File: src/rtl/vmul_sched_if.sv
// Request/response bundle between the client blocks and the vmul_sched multiplier scheduler.
// master = client side (drives operands, consumes products); slave = scheduler side.
interface vmul_sched_if #(
    parameter int NREQ = 4,
    parameter int IDW  = 2
);
    logic [NREQ-1:0]   req_valid;
    logic [NREQ-1:0]   req_ready;
    logic [8*NREQ-1:0] req_a;
    logic [8*NREQ-1:0] req_b;
    logic              rsp_valid;
    logic              rsp_ready;
    logic [IDW-1:0]    rsp_id;
    logic [15:0]       rsp_prod;

    modport master (
        output req_valid, req_a, req_b, rsp_ready,
        input  req_ready, rsp_valid, rsp_id, rsp_prod
    );

    modport slave (
        input  req_valid, req_a, req_b, rsp_ready,
        output req_ready, rsp_valid, rsp_id, rsp_prod
    );
endinterface

File: src/rtl/vmul_sched.sv
// Round-robin scheduler sharing one combinational 8x8 Vedic multiplier among NREQ requesters.
// Optional macro VMUL_SCHED_PIPE_EN inserts a product register (S1b) between the multiplier and S2.
module vmul_sched #(
    parameter int NREQ = 4,
    parameter int IDW  = 2
) (
    input  logic        clk,
    input  logic        rst_n,
    vmul_sched_if.slave bus,
    output logic [15:0] done_cnt
);

    function automatic logic [3:0] vedic2(input logic [1:0] x, input logic [1:0] y);
        logic       c;
        logic [3:0] p;
        p[0] = x[0] & y[0];
        p[1] = (x[1] & y[0]) ^ (x[0] & y[1]);
        c    = (x[1] & y[0]) & (x[0] & y[1]);
        p[2] = (x[1] & y[1]) ^ c;
        p[3] = (x[1] & y[1]) & c;
        return p;
    endfunction

    function automatic logic [7:0] vedic4(input logic [3:0] x, input logic [3:0] y);
        logic [3:0] q0, q1, q2, q3;
        q0 = vedic2(x[1:0], y[1:0]);
        q1 = vedic2(x[3:2], y[1:0]);
        q2 = vedic2(x[1:0], y[3:2]);
        q3 = vedic2(x[3:2], y[3:2]);
        return {4'b0, q0} + {2'b0, q1, 2'b0} + {2'b0, q2, 2'b0} + {q3, 4'b0};
    endfunction

    function automatic logic [15:0] vedic8(input logic [7:0] x, input logic [7:0] y);
        logic [7:0] q0, q1, q2, q3;
        q0 = vedic4(x[3:0], y[3:0]);
        q1 = vedic4(x[7:4], y[3:0]);
        q2 = vedic4(x[3:0], y[7:4]);
        q3 = vedic4(x[7:4], y[7:4]);
        return {8'b0, q0} + {4'b0, q1, 4'b0} + {4'b0, q2, 4'b0} + {q3, 8'b0};
    endfunction

    logic [7:0]      op_a [NREQ];
    logic [7:0]      op_b [NREQ];
    logic [NREQ-1:0] grant_oh;
    logic [IDW-1:0]  grant_id;
    logic            grant_any;
    logic            s1_load, s2_load, xfer;
    logic [IDW-1:0]  last_grant_q, last_grant_d;
    logic            v1_q;
    logic [7:0]      a_q, b_q;
    logic [IDW-1:0]  id_q;
    logic [15:0]     mul_p;
    logic            s2_v;
    logic [15:0]     s2_prod;
    logic [IDW-1:0]  s2_id;
    logic            rsp_valid_q;
    logic [15:0]     rsp_prod_q;
    logic [IDW-1:0]  rsp_id_q;
    logic [15:0]     done_cnt_q, done_cnt_d;

    generate
        for (genvar gi = 0; gi < NREQ; gi++) begin : g_ops
            assign op_a[gi] = bus.req_a[8*gi +: 8];
            assign op_b[gi] = bus.req_b[8*gi +: 8];
        end
    endgenerate

    // Two-pass priority scan: indices above last_grant first, then wrap from 0 up to last_grant.
    always_comb begin
        grant_oh  = '0;
        grant_id  = '0;
        grant_any = 1'b0;
        for (int i = 0; i < NREQ; i++) begin
            if (!grant_any && bus.req_valid[i] && (i > int'(last_grant_q))) begin
                grant_any   = 1'b1;
                grant_oh[i] = 1'b1;
                grant_id    = IDW'(i);
            end
        end
        for (int i = 0; i < NREQ; i++) begin
            if (!grant_any && bus.req_valid[i]) begin
                grant_any   = 1'b1;
                grant_oh[i] = 1'b1;
                grant_id    = IDW'(i);
            end
        end
    end

    assign s2_load       = !rsp_valid_q || bus.rsp_ready;
    assign bus.req_ready = (rst_n && s1_load) ? grant_oh : '0;
    assign xfer          = rst_n && s1_load && grant_any;
    assign mul_p         = vedic8(a_q, b_q);

`ifdef VMUL_SCHED_PIPE_EN
    logic           vb_q;
    logic [15:0]    prod_b_q;
    logic [IDW-1:0] id_b_q;
    logic           sb_load;

    assign sb_load = !vb_q || s2_load;
    assign s1_load = !v1_q || sb_load;

    always_ff @(posedge clk) begin
        if (!rst_n) begin
            vb_q     <= 1'b0;
            prod_b_q <= '0;
            id_b_q   <= '0;
        end else if (sb_load) begin
            vb_q <= v1_q;
            if (v1_q) begin
                prod_b_q <= mul_p;
                id_b_q   <= id_q;
            end
        end
    end

    assign s2_v    = vb_q;
    assign s2_prod = prod_b_q;
    assign s2_id   = id_b_q;
`else
    assign s1_load = !v1_q || s2_load;
    assign s2_v    = v1_q;
    assign s2_prod = mul_p;
    assign s2_id   = id_q;
`endif

    always_ff @(posedge clk) begin
        if (!rst_n) begin
            v1_q <= 1'b0;
            a_q  <= '0;
            b_q  <= '0;
            id_q <= '0;
        end else if (s1_load) begin
            v1_q <= xfer;
            if (xfer) begin
                a_q  <= op_a[grant_id];
                b_q  <= op_b[grant_id];
                id_q <= grant_id;
            end
        end
    end

    // Products and IDs only move on a valid load, so they stay frozen under backpressure.
    always_ff @(posedge clk) begin
        if (!rst_n) begin
            rsp_valid_q <= 1'b0;
            rsp_prod_q  <= '0;
            rsp_id_q    <= '0;
        end else if (s2_load) begin
            rsp_valid_q <= s2_v;
            if (s2_v) begin
                rsp_prod_q <= s2_prod;
                rsp_id_q   <= s2_id;
            end
        end
    end

    always_comb begin
        last_grant_d = last_grant_q;
        done_cnt_d   = done_cnt_q;
        if (xfer) begin
            last_grant_d = grant_id;
        end
        if (rsp_valid_q && bus.rsp_ready) begin
            done_cnt_d = done_cnt_q + 16'd1;
        end
    end

    always_ff @(posedge clk) begin
        if (!rst_n) begin
            last_grant_q <= IDW'(NREQ - 1);
            done_cnt_q   <= '0;
        end else begin
            last_grant_q <= last_grant_d;
            done_cnt_q   <= done_cnt_d;
        end
    end

    assign bus.rsp_valid = rsp_valid_q;
    assign bus.rsp_prod  = rsp_prod_q;
    assign bus.rsp_id    = rsp_id_q;
    assign done_cnt      = done_cnt_q;

endmodule

File: src/flat_wrapper.sv
// flat-port wrapper written by rule: the top's interface ports become plain ports
module vmul_sched_flat 
#(
    parameter int NREQ = 4,
    parameter int IDW  = 2
)
  (clk, rst_n, done_cnt, bus_req_valid, bus_req_a, bus_req_b, bus_rsp_ready, bus_req_ready, bus_rsp_valid, bus_rsp_id, bus_rsp_prod);
  vmul_sched_if #(.NREQ(NREQ), .IDW(IDW)) bus_i ();
  input  logic clk;
  input  logic rst_n;
  output logic [15:0] done_cnt;
  input wire logic [$bits(bus_i.req_valid)-1:0] bus_req_valid;
  input wire logic [$bits(bus_i.req_a)-1:0] bus_req_a;
  input wire logic [$bits(bus_i.req_b)-1:0] bus_req_b;
  input wire logic [$bits(bus_i.rsp_ready)-1:0] bus_rsp_ready;
  output wire logic [$bits(bus_i.req_ready)-1:0] bus_req_ready;
  output wire logic [$bits(bus_i.rsp_valid)-1:0] bus_rsp_valid;
  output wire logic [$bits(bus_i.rsp_id)-1:0] bus_rsp_id;
  output wire logic [$bits(bus_i.rsp_prod)-1:0] bus_rsp_prod;
  assign bus_i.req_valid = bus_req_valid;
  assign bus_i.req_a = bus_req_a;
  assign bus_i.req_b = bus_req_b;
  assign bus_i.rsp_ready = bus_rsp_ready;
  assign bus_req_ready = bus_i.req_ready;
  assign bus_rsp_valid = bus_i.rsp_valid;
  assign bus_rsp_id = bus_i.rsp_id;
  assign bus_rsp_prod = bus_i.rsp_prod;
  vmul_sched #(.NREQ(NREQ), .IDW(IDW)) u_core (.clk(clk), .rst_n(rst_n), .bus(bus_i), .done_cnt(done_cnt));
endmodule
File: config.mk
export PLATFORM = sky130hd
export DESIGN_NAME = vmul_sched_flat
export DESIGN_NICKNAME = d
export VERILOG_FILES = /design/src/rtl/vmul_sched_if.sv /design/src/rtl/vmul_sched.sv /design/src/flat_wrapper.sv
export SDC_FILE = /design/constraint.sdc
export NUM_CORES = 1
export LEC_CHECK = 0
export CORE_MARGIN = 2
export CORE_UTILIZATION = 55
export CTS_BUF_LIST = sky130_fd_sc_hd__clkbuf_8
export CTS_CLUSTER_DIAMETER = 60
export DETAILED_ROUTE_END_ITERATION = 6
export PLACE_DENSITY = 0.86
export SETUP_SLACK_MARGIN = 0.3
export SLEW_MARGIN = 30
export SYNTH_ARGS = -nofsm -noshare
export SYNTH_HDL_FRONTEND = slang
export SYNTH_SLANG_ARGS = --single-unit
File: constraint.sdc
create_clock -name clk -period 13.35 [get_ports clk]
set_input_delay 2.0025 -clock clk [delete_from_list [all_inputs] [get_ports clk]]
set_output_delay 2.0025 -clock clk [all_outputs]
set_load 0.02 [all_outputs]
==> Word-level counts from Yosys, hierarchy flattened <==
Index checks and enable logic that the tools add are counted.
{ "classes": {"n_lt_le_gt_ge": 4, "mux": 27, "add_sub_neg": 16, "bitwise_logic": 129, "n_reduce_logical": 24} }
{ "op_table": {"columns": ["op", "count"], "rows": [
  ["bitwise AND 1 bit", 96],
  ["adder 8 x 6 -> 8 bit", 4],
  ["adder 8 bit", 4],
  ["binary-select mux 8 bit (select 2 bit)", 2],
  ["2-to-1 mux 8 bit", 4],
  ["bitwise XOR 1 bit", 32],
  ["adder 4 x 6 -> 7 bit", 4],
  ["adder 16 x 1 -> 16 bit, second input constant", 1],
  ["adder 16 x 12 -> 16 bit", 1],
  ["adder 16 bit", 1],
  ["2-to-1 mux 1 bit", 14],
  ["adder 8 x 12 -> 13 bit", 1],
  ["logical AND 1 bit", 12],
  ["2-to-1 mux 2 bit", 6],
  ["logical NOT 1 bit", 8],
  ["greater-than comparator 2 bit, first input constant", 2],
  ["2-to-1 mux 4 bit", 1],
  ["AND reduction 2 bit", 2],
  ["greater-or-equal comparator 3 bit, second input constant", 1],
  ["inverter 2 -> 3 bit", 1],
  ["greater-than comparator 1 x 2 -> 1 bit, first input constant", 1],
  ["logical OR 1 bit", 2]
]} }
{ "totals": {"ff_bits": 56, "output_inout_bits": 39, "inputBits": 71, "elab_cells": 209} }

==> Depth between registers and ports, before layout <==
{ "logic_depth": {"word_depth": 27, "depth_mapped": 28, "depth_no_buf": 28} }

==> Worst setup path after synthesis <==
No wires, ideal clock.
{ "synth_path": {"path_type": "flip-flop to flip-flop", "from": "reg u_core.b_q[0]", "to": "reg u_core.rsp_prod_q[15] (netlist: u_core.bus.rsp_prod[15])", "setup_time_ps": 95, "setup_slack_ps": 7275, "arrival_ps": 5980, "period_less_slack_ps": 6075, "t_required_ps": 13255, "stages_incl_launch_ff": 28, "n_path_buf": 0, "cell_sequence": "dfxtp_1 -> inv_1 -> nor2_1 -> ha_1 -> ha_1 -> ha_1 -> inv_1 -> fa_1 -> xor2_1 -> fa_1 -> inv_1 -> ha_1 -> a21o_1 -> a21oi_1 -> xnor2_1 -> ha_1 -> nor2b_1 -> o21a_1 -> o21ai_0 -> xor2_1 -> fa_1 -> inv_1 -> ha_1 -> a21oi_2 -> o22ai_1 -> or4_1 -> a311o_1 -> o311ai_1"} }
{ "synth_between": {"elab_chain_len": 9, "elab_cells_between_ends": 33, "classes_between": "add/sub (9); bitwise (24)"} }
{ "synth_rtl": {"columns": ["item", "line_no", "source"], "rows": [
  ["start, declared", "vmul_sched.sv:50", "logic [7:0] a_q, b_q;"],
  ["start signal, assigned", "vmul_sched.sv:137", "b_q <= op_b[grant_id];"],
  ["bitwise AND 1 bit", "vmul_sched.sv:17, vmul_sched.sv:18", null],
  ["bitwise AND 1 bit", "vmul_sched.sv:18", "c = (x[1] & y[0]) & (x[0] & y[1]);"],
  ["bitwise XOR 1 bit / bitwise AND 1 bit (equally long branches)", "vmul_sched.sv:19, vmul_sched.sv:20", null],
  ["adder 4 x 6 -> 7 bit", "vmul_sched.sv:30", "return {4'b0, q0} + {2'b0, q1, 2'b0} + {2'b0, q2, 2'b0} + {q3, 4'b0};"],
  ["adder 8 x 6 -> 8 bit", "vmul_sched.sv:30", null],
  ["adder 8 bit", "vmul_sched.sv:30", null],
  ["adder 8 x 12 -> 13 bit *", "vmul_sched.sv:39", "return {8'b0, q0} + {4'b0, q1, 4'b0} + {4'b0, q2, 4'b0} + {q3, 8'b0};"],
  ["adder 16 x 12 -> 16 bit *", "vmul_sched.sv:39", null],
  ["adder 16 bit *", "vmul_sched.sv:39", null],
  ["end signal, assigned", "vmul_sched.sv:152", "rsp_prod_q <= s2_prod;"],
  ["end, declared", "vmul_sched.sv:57", "logic [15:0] rsp_prod_q;"]
]} }
Every way passes the cells marked *; elsewhere a longest branch is shown, timed or not.
A chain may end at the register's enable or synchronous reset.

==> Worst setup path after layout <==
Same ends and word-level chain as after synthesis.

==> impl_results.html <==
<table>
<tr><th>Metric</th><th>Value</th></tr>
<tr><th colspan="2">Outcome</th></tr>
<tr><td>Result of the run</td><td>complete, no violations</td></tr>
<tr><th colspan="2">Place</th></tr>
<tr><td>Post-Place Setup Slack</td><td>about 6900 ps</td></tr>
<tr><td>DP Wirelength</td><td>11.1 mm</td></tr>
<tr><td>Cell count after placement</td><td>884</td></tr>
<tr><td>Cell area after placement</td><td>0.00671 mm^2</td></tr>
<tr><td>Count of buffers from port buffering</td><td>approximately 110</td></tr>
<tr><td>RePlAce Congestion</td><td>0.924</td></tr>
<tr><th colspan="2">Final layout</th></tr>
<tr><td>Proportion of layout cells with a drive suffix above 1</td><td>4.87%</td></tr>
<tr><td>Antenna fix cells</td><td>0</td></tr>
<tr><td>Commonest non-fill, non-tap cell in the layout</td><td>clkdlybuf4s50_1</td></tr>
<tr><td>Cell area after layout</td><td>0.00682 mm^2</td></tr>
<tr><td>Syn-to-layout area delta</td><td>21.7%</td></tr>
<tr><td>Number of nets in the layout</td><td>934</td></tr>
<tr><td>Most frequent cells in the layout</td><td>clkdlybuf4s50_1 (109), nor2_1 (86), ha_1 (80)</td></tr>
<tr><td>Number of cells in the finished layout apart from fillers</td><td>slightly below 900</td></tr>
<tr><th colspan="2">Routing</th></tr>
<tr><td>Number of vias in the routed layout</td><td>5102</td></tr>
<tr><td>WL/cell</td><td>between 15 and 20 um</td></tr>
<tr><td>Post-Route WL</td><td>about 14 mm</td></tr>
<tr><td>Avg Vias per Cell</td><td>5.72</td></tr>
<tr><td>Number of DRC violations after detailed routing</td><td>0</td></tr>
<tr><td>Number of search-and-repair iterations in the first detailed-routing pass</td><td>5</td></tr>
<tr><td>Final ANT Viol Nets</td><td>0</td></tr>
<tr><td>Iter 0 DRT Violations</td><td>256</td></tr>
<tr><th colspan="2">Die</th></tr>
<tr><td>Die footprint</td><td>0.0110 mm^2</td></tr>
<tr><td>Die X-Extent</td><td>105 um</td></tr>
<tr><td>Core area</td><td>a little under 0.01 mm^2</td></tr>
<tr><td># rows</td><td>36</td></tr>
<tr><td>Floorplan die height</td><td>between 100 and 150 um</td></tr>
<tr><td>Initial core utilization</td><td>57.1%</td></tr>
<tr><td>Top Ports</td><td>110</td></tr>
<tr><th colspan="2">Global route</th></tr>
<tr><td>First-pass GRT wire length</td><td>23.0 mm</td></tr>
<tr><td>Antenna violations before repair</td><td>0</td></tr>
<tr><td>Aggregate global-route resource usage</td><td>25.0%</td></tr>
<tr><td>Pin count of the biggest net entering global routing</td><td>39</td></tr>
<tr><td>Remaining global-route overflow</td><td>0</td></tr>
<tr><td>Number of global-route vias before repair</td><td>5088</td></tr>
<tr><th colspan="2">Synthesis</th></tr>
<tr><td>Main flop type after synthesis</td><td>dfxtp_1</td></tr>
<tr><td>Total nets after synthesis</td><td>843</td></tr>
<tr><td>Gate Count Post-Synth</td><td>667</td></tr>
<tr><td>Yosys warning total</td><td>0</td></tr>
<tr><td>Post-synthesis sequential area ratio</td><td>20.0%</td></tr>
<tr><td>Number of library cell types mapped by synthesis</td><td>58</td></tr>
<tr><td>Count of state elements after synthesis</td><td>56</td></tr>
<tr><td>Adder and majority gate portion of the synthesized area</td><td>a little over a quarter</td></tr>
<tr><td>Share of async-settable or async-resettable flops after synthesis</td><td>0%</td></tr>
<tr><td>Largest family of logic cells by synthesized area</td><td>adder cells</td></tr>
<tr><td>Share of synthesized cell area in and, or, nand and nor gates</td><td>18.6%</td></tr>
<tr><td>Post-Syn Area per Cell</td><td>8.40 um^2</td></tr>
<tr><td>Compound-cell area share of the yosys netlist</td><td>roughly an eighth</td></tr>
<tr><td>Cells taking the most area after synthesis</td><td>dfxtp_1 (20%), ha_1 (18%), fa_1 (8.9%)</td></tr>
<tr><td>Leading area contributor after synthesis</td><td>dfxtp_1</td></tr>
<tr><td>Share of Yosys cell area claimed by the top area cell type</td><td>approximately a fifth</td></tr>
<tr><td>Number of flops mapped to enable cells by yosys</td><td>0</td></tr>
<tr><td>Area of the mapped netlist</td><td>0.00561 mm^2</td></tr>
<tr><td>Post-synthesis mux area share</td><td>6.25%</td></tr>
<tr><td>Share of the synthesized netlist area taken by xor and xnor gates</td><td>6.88%</td></tr>
<tr><th colspan="2">Timing</th></tr>
<tr><td>Transition time of the tightest slew-check pin</td><td>738 ps</td></tr>
<tr><td>Period Utilization, post-route</td><td>slightly below 50%</td></tr>
<tr><td>Final Hold Vio Count</td><td>0</td></tr>
<tr><td>Fmax achieved</td><td>0.152 GHz</td></tr>
<tr><td>Slew Limit Headroom</td><td>50.7%</td></tr>
<tr><td>Number of setup violations in the final report</td><td>0</td></tr>
<tr><td>Fin worst setup slack</td><td>6780 ps</td></tr>
<tr><td>Setup repair after global routing missed its margin</td><td>no</td></tr>
<tr><td>Smallest hold slack</td><td>454 ps</td></tr>
<tr><td>Setup TNS Final</td><td>0 ps</td></tr>
<tr><td>Minimum clock period after layout</td><td>6570 ps</td></tr>
<tr><td>Max Transition Viols Final</td><td>0</td></tr>
<tr><td>Clock skew after layout</td><td>between 15 and 20 ps</td></tr>
<tr><th colspan="2">Power</th></tr>
<tr><td>LEAKAGE</td><td>between 0.003 and 0.004 uW</td></tr>
<tr><td>Worst IR Drop VDD</td><td>0.0000594 V</td></tr>
<tr><td>Pwr dens</td><td>104 mW/mm^2</td></tr>
<tr><th colspan="2">Clock network</th></tr>
<tr><td>Clock latency at the later pin of the worst-skew pair</td><td>320 ps</td></tr>
<tr><td>Depth of the CTS H-tree</td><td>2</td></tr>
<tr><td>Post-CTS setup buffers</td><td>0</td></tr>
<tr><td>Sink Count</td><td>56</td></tr>
<tr><td>TritonCTS clock tree</td><td>done</td></tr>
<tr><td>Master cell of the clock root buffer</td><td>clkbuf_8</td></tr>
<tr><td>Number of buffers created by CTS</td><td>5</td></tr>
<tr><td>Post-CTS Hold Buffers</td><td>0</td></tr>
<tr><td>Deepest clock path buffer count</td><td>2</td></tr>
<tr><td>Resized cells post-CTS</td><td>0</td></tr>
<tr><td>Clock transition at the register clock pins on the worst setup and hold paths after CTS</td><td>around 110 ps</td></tr>
<tr><th colspan="2">Setup path</th></tr>
<tr><td>Critical path peak fanout</td><td>8</td></tr>
<tr><td>Worst Setup Path Type</td><td>reg2reg</td></tr>
<tr><td>Startpoint type of the worst setup path</td><td>flip-flop</td></tr>
<tr><td>Element type at the critical path end</td><td>flip-flop</td></tr>
<tr><td>Data arrival time of the critical path</td><td>6800 ps</td></tr>
<tr><td>Data required time at the worst endpoint</td><td>13580 ps</td></tr>
<tr><th colspan="2">Flow run</th></tr>
<tr><td>Reported max-cap violation count</td><td>0</td></tr>
<tr><th colspan="2">Worst hold path</th></tr>
<tr><td>Worst Hold Class</td><td>reg2reg</td></tr>
</table>
-- worst max-delay path, cell delays in order, from the launching register on --
cell      delay, ps
dfxtp_1         330
inv_1           200
nor2_1           80
ha_1            200
ha_1            280
ha_1            170
inv_1            60
fa_1            380
xor2_1          200
fa_1            600
inv_1            60
ha_1            290
a21o_1          150
a21oi_1         190
xnor2_1         150
ha_1            290
nor2b_1         160
o21a_1          190
o21ai_0         190
xor2_1          120
fa_1            550
inv_1            50
ha_1            370
a21oi_2         210
o22ai_1         160
or4_1           420
a311o_1         360
o311ai_1         70
-- final timing paths --
kind	slack [ps]	cells past startpoint	endpoint	startpoint
worst min-delay path	450	2	u_core.bus.rsp_id[0]	u_core.id_q[0]
worst max-delay path	6780	27	u_core.bus.rsp_prod[15]	u_core.b_q[0]
worst max register to register	6780	27	u_core.bus.rsp_prod[15]	u_core.b_q[0]
worst min register to register	450	2	u_core.bus.rsp_id[0]	u_core.id_q[0]
-- registers in the layout, summed over array words and instances, names as in the netlist, 2 cells and up --
name	cells
u_core.bus.rsp_prod	16
u_core.id_q	2
u_core.bus.rsp_id	2
u_core.last_grant_q	2
u_core.a_q	8
u_core.done_cnt	16
u_core.b_q	8
-- cell usage after synthesis (7+ instances only) --
master    instances
nor2_1           86
ha_1             80
inv_1            71
dfxtp_1          56
nand2_1          49
a21oi_1          37
nand4_1          36
fa_1             25
xor2_1           23
xnor2_1          21
mux2i_1          17
nand3_1          14
mux2_2           12
o21ai_0          12
a21o_1           11
buf_4            10
clkbuf_1          9
o221ai_2          9
o221ai_1          7
-- through the flow --
step	total power, uW	utilization [%]
final	709	69.5
after global routing	767	69.5
after detailed placement	595	68.3
after CTS	712	69.5
after floorplan	483	-
after global placement	576	68.3
-- area by class of cell --
| class | instances | area, um^2 |
|---|---|---|
| clock buffer | 5 | 68.8 |
| clock inverter | 3 | 46.3 |
| fill | 808 | 3000 |
| inverter | 77 | 289 |
| multi-input combinational | 507 | 4030 |
| sequential | 56 | 1120 |
| tap | 133 | 166 |
| timing repair buffer | 111 | 1110 |
-- report_power, final --
part	total [uW]	switching, uW	internal (uW)
Sequential	204	13.7	191
Clock	114	57.4	56.9
Combinational	391	228	163
Total	709	299	410
-- layer usage --
layer	track usage (%)	share of wire (%)	wire length, um
met4	8.86	2.9	391
met2	46.2	51	6980
met1	29.3	41	5640
met3	3.49	4.7	646
met5	0	0	0
-- logic make-up (layout without fill, tap and decap cells) --
| group | Yosys count | after routing |
|---|---|---|
| xor gates and xnor gates | 44 | 44 |
| buffers and inverters | 104 | 196 |
| adders and majority gates | 105 | 105 |
| AOI/OAI and AO/OA | 104 | 104 |
| and+or+nand+nor | 221 | 221 |
| muxes | 33 | 33 |
| DFF | 56 | 56 |
No activity file was read; power rests on OpenSTA's default activity.
